### src/rtl/rr_arbiter_param.sv
// Round-robin bus arbiter for NUM_REQ masters: lock-until-release grants, registered one-hot grant and ID.
// Define RRA_HOLD_LIMIT_EN to preempt a holder after HOLD_MAX contended cycles.
module rr_arbiter_param #(
    parameter int NUM_REQ  = 4,
    parameter int HOLD_MAX = 16,
    parameter int ID_W     = $clog2(NUM_REQ)
) (
    input  logic               clock,
    input  logic               reset,
    input  logic [NUM_REQ-1:0] req,
    output logic [NUM_REQ-1:0] gnt,
    output logic [ID_W-1:0]    gnt_id,
    output logic               gnt_valid,
    output logic               preempt
);

    localparam logic [ID_W-1:0] LAST_IDX = ID_W'(NUM_REQ - 1);

    typedef enum logic [1:0] {
        ACT_STAY,
        ACT_GRANT,
        ACT_HOLD,
        ACT_FREE
    } act_e;

    logic [NUM_REQ-1:0] gnt_q;
    logic [NUM_REQ-1:0] gnt_d;
    logic [ID_W-1:0]    gnt_id_q;
    logic [ID_W-1:0]    gnt_id_d;
    logic               gnt_valid_q;
    logic               gnt_valid_d;
    logic               preempt_q;
    logic               preempt_d;
    logic [ID_W-1:0]    last_q;
    logic [ID_W-1:0]    last_d;

    logic [NUM_REQ-1:0] cand_s;
    logic               win_found_s;
    logic [ID_W-1:0]    win_idx_s;
    logic [ID_W-1:0]    scan_idx_s;
    logic [NUM_REQ-1:0] win_onehot_s;
    logic               own_req_s;
    logic               limit_hit_s;
    act_e               act_s;

`ifdef RRA_HOLD_LIMIT_EN
    localparam int HC_W = $clog2(HOLD_MAX);
    localparam logic [HC_W-1:0] HC_SAT = HC_W'(HOLD_MAX - 1);

    logic [HC_W-1:0] hcnt_q;
    logic [HC_W-1:0] hcnt_d;
`endif

    // Circular search for the next winner, starting just after the last winner.
    // The current owner is masked out so a preemption hands off to someone else.
    always_comb begin
        cand_s      = req & ~gnt_q;
        win_found_s = 1'b0;
        win_idx_s   = {ID_W{1'b0}};
        scan_idx_s  = last_q;
        for (int k = 0; k < NUM_REQ; k++) begin
            if (scan_idx_s == LAST_IDX) begin
                scan_idx_s = {ID_W{1'b0}};
            end else begin
                scan_idx_s = scan_idx_s + 1'b1;
            end
            if (!win_found_s && cand_s[scan_idx_s]) begin
                win_found_s = 1'b1;
                win_idx_s   = scan_idx_s;
            end else begin
                win_found_s = win_found_s;
            end
        end
        win_onehot_s = {{(NUM_REQ-1){1'b0}}, 1'b1} << win_idx_s;
        own_req_s    = req[gnt_id_q];
    end

    // Hold-limit condition: saturated tenure while someone else is waiting.
    always_comb begin
`ifdef RRA_HOLD_LIMIT_EN
        limit_hit_s = (hcnt_q == HC_SAT) && win_found_s;
`else
        limit_hit_s = 1'b0;
`endif
    end

    // Decide this edge's action from the current ownership and requests.
    always_comb begin
        act_s = ACT_STAY;
        if (gnt_q == {NUM_REQ{1'b0}}) begin
            if (win_found_s) begin
                act_s = ACT_GRANT;
            end else begin
                act_s = ACT_STAY;
            end
        end else if (!own_req_s) begin
            if (win_found_s) begin
                act_s = ACT_GRANT;
            end else begin
                act_s = ACT_FREE;
            end
        end else if (limit_hit_s) begin
            act_s = ACT_GRANT;
        end else begin
            act_s = ACT_HOLD;
        end
    end

    // Next-state values for grant, pointer, preempt flag and hold counter.
    always_comb begin
        gnt_d     = gnt_q;
        gnt_id_d  = gnt_id_q;
        last_d    = last_q;
        preempt_d = 1'b0;
`ifdef RRA_HOLD_LIMIT_EN
        hcnt_d    = hcnt_q;
`endif
        case (act_s)
            ACT_GRANT: begin
                gnt_d     = win_onehot_s;
                gnt_id_d  = win_idx_s;
                last_d    = win_idx_s;
                // A grant issued while the owner still requests is a preemption.
                preempt_d = (gnt_q != {NUM_REQ{1'b0}}) && own_req_s;
`ifdef RRA_HOLD_LIMIT_EN
                hcnt_d    = {HC_W{1'b0}};
`endif
            end
            ACT_HOLD: begin
                gnt_d    = gnt_q;
                gnt_id_d = gnt_id_q;
`ifdef RRA_HOLD_LIMIT_EN
                if (hcnt_q != HC_SAT) begin
                    hcnt_d = hcnt_q + 1'b1;
                end else begin
                    hcnt_d = hcnt_q;
                end
`endif
            end
            ACT_FREE: begin
                gnt_d    = {NUM_REQ{1'b0}};
                gnt_id_d = {ID_W{1'b0}};
            end
            ACT_STAY: begin
                gnt_d    = gnt_q;
                gnt_id_d = gnt_id_q;
            end
            default: begin
                gnt_d    = {NUM_REQ{1'b0}};
                gnt_id_d = {ID_W{1'b0}};
            end
        endcase
        gnt_valid_d = |gnt_d;
    end

    // State registers with synchronous reset; last points at NUM_REQ-1 so req[0] wins first.
    always_ff @(posedge clock) begin
        if (reset) begin
            gnt_q       <= {NUM_REQ{1'b0}};
            gnt_id_q    <= {ID_W{1'b0}};
            gnt_valid_q <= 1'b0;
            preempt_q   <= 1'b0;
            last_q      <= LAST_IDX;
        end else begin
            gnt_q       <= gnt_d;
            gnt_id_q    <= gnt_id_d;
            gnt_valid_q <= gnt_valid_d;
            preempt_q   <= preempt_d;
            last_q      <= last_d;
        end
    end

`ifdef RRA_HOLD_LIMIT_EN
    // Tenure counter, cleared on every new grant and saturating while held.
    always_ff @(posedge clock) begin
        if (reset) begin
            hcnt_q <= {HC_W{1'b0}};
        end else begin
            hcnt_q <= hcnt_d;
        end
    end
`endif

    assign gnt       = gnt_q;
    assign gnt_id    = gnt_id_q;
    assign gnt_valid = gnt_valid_q;
    assign preempt   = preempt_q;

endmodule

### config.mk
export PLATFORM = sky130hd
export DESIGN_NAME = rr_arbiter_param
export DESIGN_NICKNAME = d
export VERILOG_FILES = /design/src/rtl/rr_arbiter_param.sv
export SDC_FILE = /design/constraint.sdc
export NUM_CORES = 1
export LEC_CHECK = 0
export BUFFER_PORTS_ARGS = -buffer_cell sky130_fd_sc_hd__buf_2
export CORE_AREA = 3 3 40 42
export DETAILED_ROUTE_END_ITERATION = 8
export DIE_AREA = 0 0 43 45
export PLACE_DENSITY_LB_ADDON = 0.05
export RECOVER_POWER = 50
export SYNTH_ARGS = -nofsm -noshare
export SYNTH_HDL_FRONTEND = slang
export SYNTH_SLANG_ARGS = --single-unit
### constraint.sdc
create_clock -name clock -period 2.1 [get_ports clock]
set_input_delay 0.315 -clock clock [delete_from_list [all_inputs] [get_ports clock]]
set_output_delay 0.315 -clock clock [all_outputs]
set_load 0.01 [all_outputs]
## After elaboration in Yosys (flattened, before gate mapping)

Cells that the tools add are included.

| operators by class | value |
|---|---|
| bitwise operators | 3 |
| shift-type cells | 1 |
| $add $sub $neg | 4 |
| equality and inequality tests | 7 |
| magnitude comparators | 5 |
| reduce and logical (&&, ||, !) cells | 13 |
| mux-type cells | 28 |

Operators with widths:

| kind | count |
|---|---|
| $mux 2 | 11 |
| $lt 2x3->1 const B | 5 |
| $eq 2x2->1 const B | 6 |
| $pmux 4 s3 | 1 |
| $bmux 1 s2 | 5 |
| $mux 1 | 10 |
| $add 2x1->2 const B | 4 |
| $and 4x4->4 | 1 |
| $logic_and 1x1->1 | 4 |
| $logic_not 4->1 | 1 |
| $not 4->4 | 1 |
| $pmux 2 s2 | 1 |
| $reduce_bool 4->1 | 1 |
| $reduce_or 2->1 | 2 |
| $reduce_or 4->1 | 1 |
| $shl 1x2->4 const A | 1 |
| $logic_not 1->1 | 3 |
| $eq 2x1->1 const B | 1 |
| $logic_not 2->1 | 1 |
| $not 1->1 | 1 |

| word-level totals | value |
|---|---|
| bits of input ports | 6 |
| bits in registers | 10 |
| word-level logic and storage cells | 66 |
| output and inout port bits | 8 |

## Depth between registers and ports, before layout

| logic depth | value |
|---|---|
| word-level depth | 21 |
| depth in mapped cells | 5 |
| gate-level depth less buffers | 5 |

## Worst setup path before layout

No wires, ideal clock.

| timing | value |
|---|---|
| kind | flip-flop to flip-flop |
| start point | reg gnt_id_q[0], in the netlist gnt_id[0] |
| end point | reg last_q[1] |
| cell stages (with the launch flop) | 6 |
| period minus slack after synthesis | 1.605 ns |
| library setup time | 0.132 ns |
| path slack | 0.495 ns |
| path buffers | 1 |
| data arrival time | 1.473 ns |
| data required time | 1.968 ns |
| path through | dfxtp_1 mux4_2 nor2b_4 buf_6 o21ai_0 o211ai_1 |

| between the ends | value |
|---|---|
| word-level cells in the longest chain between the ends | 5 |

RTL lines:

| what | RTL line | RTL |
|---|---|---|
| start: declaration | 28 | `logic [ID_W-1:0] gnt_id_q;` |
| start signal: assignment | 160 | `gnt_id_q <= {ID_W{1'b0}};` |
| start signal: assignment | 166 | `gnt_id_q <= gnt_id_d;` |
| $bmux 1 s2 | 75 | `own_req_s = req[gnt_id_q];` |
| $mux 1 (not written as such) | 75 |  |
| $mux 2 | 96 | `end else if (!own_req_s) begin` |
| $mux 2 | 90 | `if (gnt_q == {NUM_REQ{1'b0}}) begin` |
| $eq 2x1->1 | 118 | `case (act_s)` |
| end signal: assignment | 169 | `last_q <= last_d;` |
| end: declaration | 34 | `logic [ID_W-1:0] last_q;` |

Every way passes these cells. The select of a mux whose other input is x is not followed.
A chain may end at the register's enable or synchronous reset.

## Worst setup path in the final report

| timing | value |
|---|---|
| start point | reg last_q[0] |
| end point | reg gnt_id_q[0], in the netlist gnt_id[0] |

| between the ends | value |
|---|---|
| word-level cells in the longest chain between the ends | 19 |
| elaborated cells on any way between the ends | 44 |
| those cells by class | add/sub: 4; eq/ne: 7; mux: 25; reduce/logical: 8 |

RTL lines:

| what | RTL line | RTL |
|---|---|---|
| $add 2x1->2 or $eq 2x2->1 (tied branches) | 65, 62 |  |
| $mux 2 * | 62 | `if (scan_idx_s == LAST_IDX) begin` |
| parallel branches: the longest is 17 deep, another holds $add 2x1->2 | n/a |  |

Mark *: on every way between the ends. The select of a mux whose other input is x is not followed.

==> flow_summary.json <==
{
  "core-area_um2": 1285,
  "slowest_delay_ns": 0.35,
  "path_cells": "ha_1, or2_1, a221oi_1, o21ai_1, o32ai_1",
  "rsz0062_at_grt": "no",
  "rows": 13,
  "cp_top_family": "compound AO/OA/AOI/OAI gates",
  "power.leakage_nw": 0.2525,
  "vdd_drop_max_uv": 650.0,
  "crit_path_end_kind": "flop",
  "fin_worst_skew_ns": 0.002370,
  "slew_viol_final": 0,
  "fp.dieArea_um2": 1935,
  "outcome": "completed",
  "synth_cell_type_count": 29,
  "synthArstFlopShare": 0,
  "grt_max_degree": 11,
  "cts_resized": 0,
  "critPathSlowestCell": "a221oi_1",
  "cp-start-kind": "flop",
  "start_util": 0.4187,
  "gp_congestion": 0.8058,
  "insertedDiodeCount": 0,
  "syn_to_final_growth_pct": 19.77,
  "holdWs_ns": 0.2782,
  "vias": 523,
  "totalWireLength_um": 1218,
  "cts_setup_buffers": 0,
  "clockRootBuffer": "clkbuf_4",
  "fin_crit_sh": 0.7912,
  "die_h_um": 45,
  "dp_cells": 85,
  "grt_antenna_before_repair": 0,
  "final-hold-violation-count": 0,
  "layout-drive-gt1-share": 0.2162,
  "port_buffers": 13,
  "dr.pass1.iters": 4,
  "drc": 0,
  "netlist_instances": 57,
  "drtIter0Drc": 26,
  "clock_sinks": 10,
  "grt_pass1_vias": 475,
  "clock_path_buffers": 2,
  "finalSetupViolations": 0,
  "hold_path_class": "input pin to flop",
  "insertion_delay_ns": 0.27,
  "regArea_um2": 200.2,
  "multiInputGateArea_um2": 319.1,
  "postRouteAntennaNets": 0,
  "syn_nets": 64,
  "ys_ff_latch": 10,
  "synthFlopType": "dfxtp_1",
  "crit_fanout": 4,
  "die_x_um": 43,
  "synth_edf_count": 0,
  "ios": 14,
  "place_hpwl_um": 941.9,
  "post-route-min-period_ns": 1.662,
  "seq_area_frac_synth": 0.3721,
  "cts_made_buffers": 3,
  "fill_cells": 130,
  "ys_warn_count": 0,
  "grt.overflow.total": 0,
  "htree_num_levels": 1,
  "synth.avg_cell_area_um2": 9.439,
  "required_ns": 2.28,
  "routedWlPerCell_um": 13.69,
  "criticalPathCategory": "flop to flop",
  "clk_pin_slew_ns": 0.07,
  "tns_ns": 0,
  "path_buf_inv": 0,
  "synth_area_um2": 538.0,
  "mostFrequentLayoutCell": "dfxtp_1",
  "layout_common_cells": "10 x dfxtp_1, 8 x clkbuf_1, 5 x buf_2",
  "vias_per_cell": 5.876,
  "maxCapViolations": 0,
  "arrival_ns": 1.84,
  "grt_pass1_wl_um": 2076,
  "grtUsageTotal": 0.1446,
  "power_density_nw_per_um2": 1560,
  "nets": 82,
  "cts_hold_buf": 0,
  "fmax_mhz": 601.8,
  "final_cell_count_no_fill": 89,
  "tritoncts": "done"
}
==> layout make-up <==
type,count,area share
multi-input combinational,44,0.4951
sequential,10,0.3107
timing repair buffer,14,0.09709
clock buffer,4,0.05631
tap,15,0.02913
inverter,2,0.01165
==> flip-flops by register name, summed over array words and instances (netlist names) <==
register   cells
last_q         2
gnt            4
gnt_id         2
preempt        1
gnt_valid      1
==> metal layers <==
metal,GRT usage,part of all wire
met1,0.1927,0.46
met2,0.2186,0.47
met4,0.07229,0.024
met3,0.03586,0.039
met5,0,0
==> synthesized netlist by cell type (2+ instances only) <==
master / n / area share
o211ai_1: 2 / 0.028
o32ai_1: 2 / 0.033
nand2b_1: 3 / 0.035
a21oi_1: 4 / 0.037
dfxtp_1: 10 / 0.37
o31ai_1: 2 / 0.028
nand2_1: 4 / 0.028
and3_2: 2 / 0.028
nor2b_1: 4 / 0.047
a221oi_1: 2 / 0.033
o21ai_0: 2 / 0.019
nand3_1: 3 / 0.028
==> final timing paths <==
path | end | slack [ns] | cells after the start | start
min reg2reg | gnt_id[1]$_SDFFE_PP0P_ | 0.51 | 2 | gnt_id[1]$_SDFFE_PP0P_
min | gnt_valid$_SDFF_PP0_ | 0.28 | 2 | reset
max | gnt_id[0]$_SDFFE_PP0P_ | 0.44 | 5 | last_q[0]$_SDFFE_PP1N_
max reg2reg | gnt_id[0]$_SDFFE_PP0P_ | 0.44 | 5 | last_q[0]$_SDFFE_PP1N_
==> cell families after synthesis <==
kind of cell             share of synthesized area
AO/OA/AOI/OAI                               0.2512
adder cells (fa/ha/maj)                    0.02325
buffers and inverters                      0.03487
flip-flops                                  0.3721
multiplexers                               0.04186
other                                     0.006970
AND/OR/NAND/NOR                             0.2698
==> stage by stage <==
step | utilization | total power [mW] | worst slack, ns | instance area (µm²)
global route | 0.5015 | 1.096 | 0.2958 | 644.4
detailed placement | 0.4810 | 0.8445 | 0.4398 | 618.1
floorplan | - | 0.7264 | 0.4954 | 538.0
finish | 0.5015 | 1.006 | 0.4384 | 644.4
global placement | 0.4810 | 0.8498 | 0.4903 | 618.1
CTS | 0.5093 | 1.025 | 0.4152 | 654.4
==> power breakdown <==
part | internal [mW] | switching [mW] | leakage (nW)
Sequential | 0.258 | 0.0651 | 0.0830
Clock | 0.105 | 0.0676 | 0.0210
Combinational | 0.215 | 0.294 | 0.149
No activity file was read; power rests on OpenSTA's default activity.
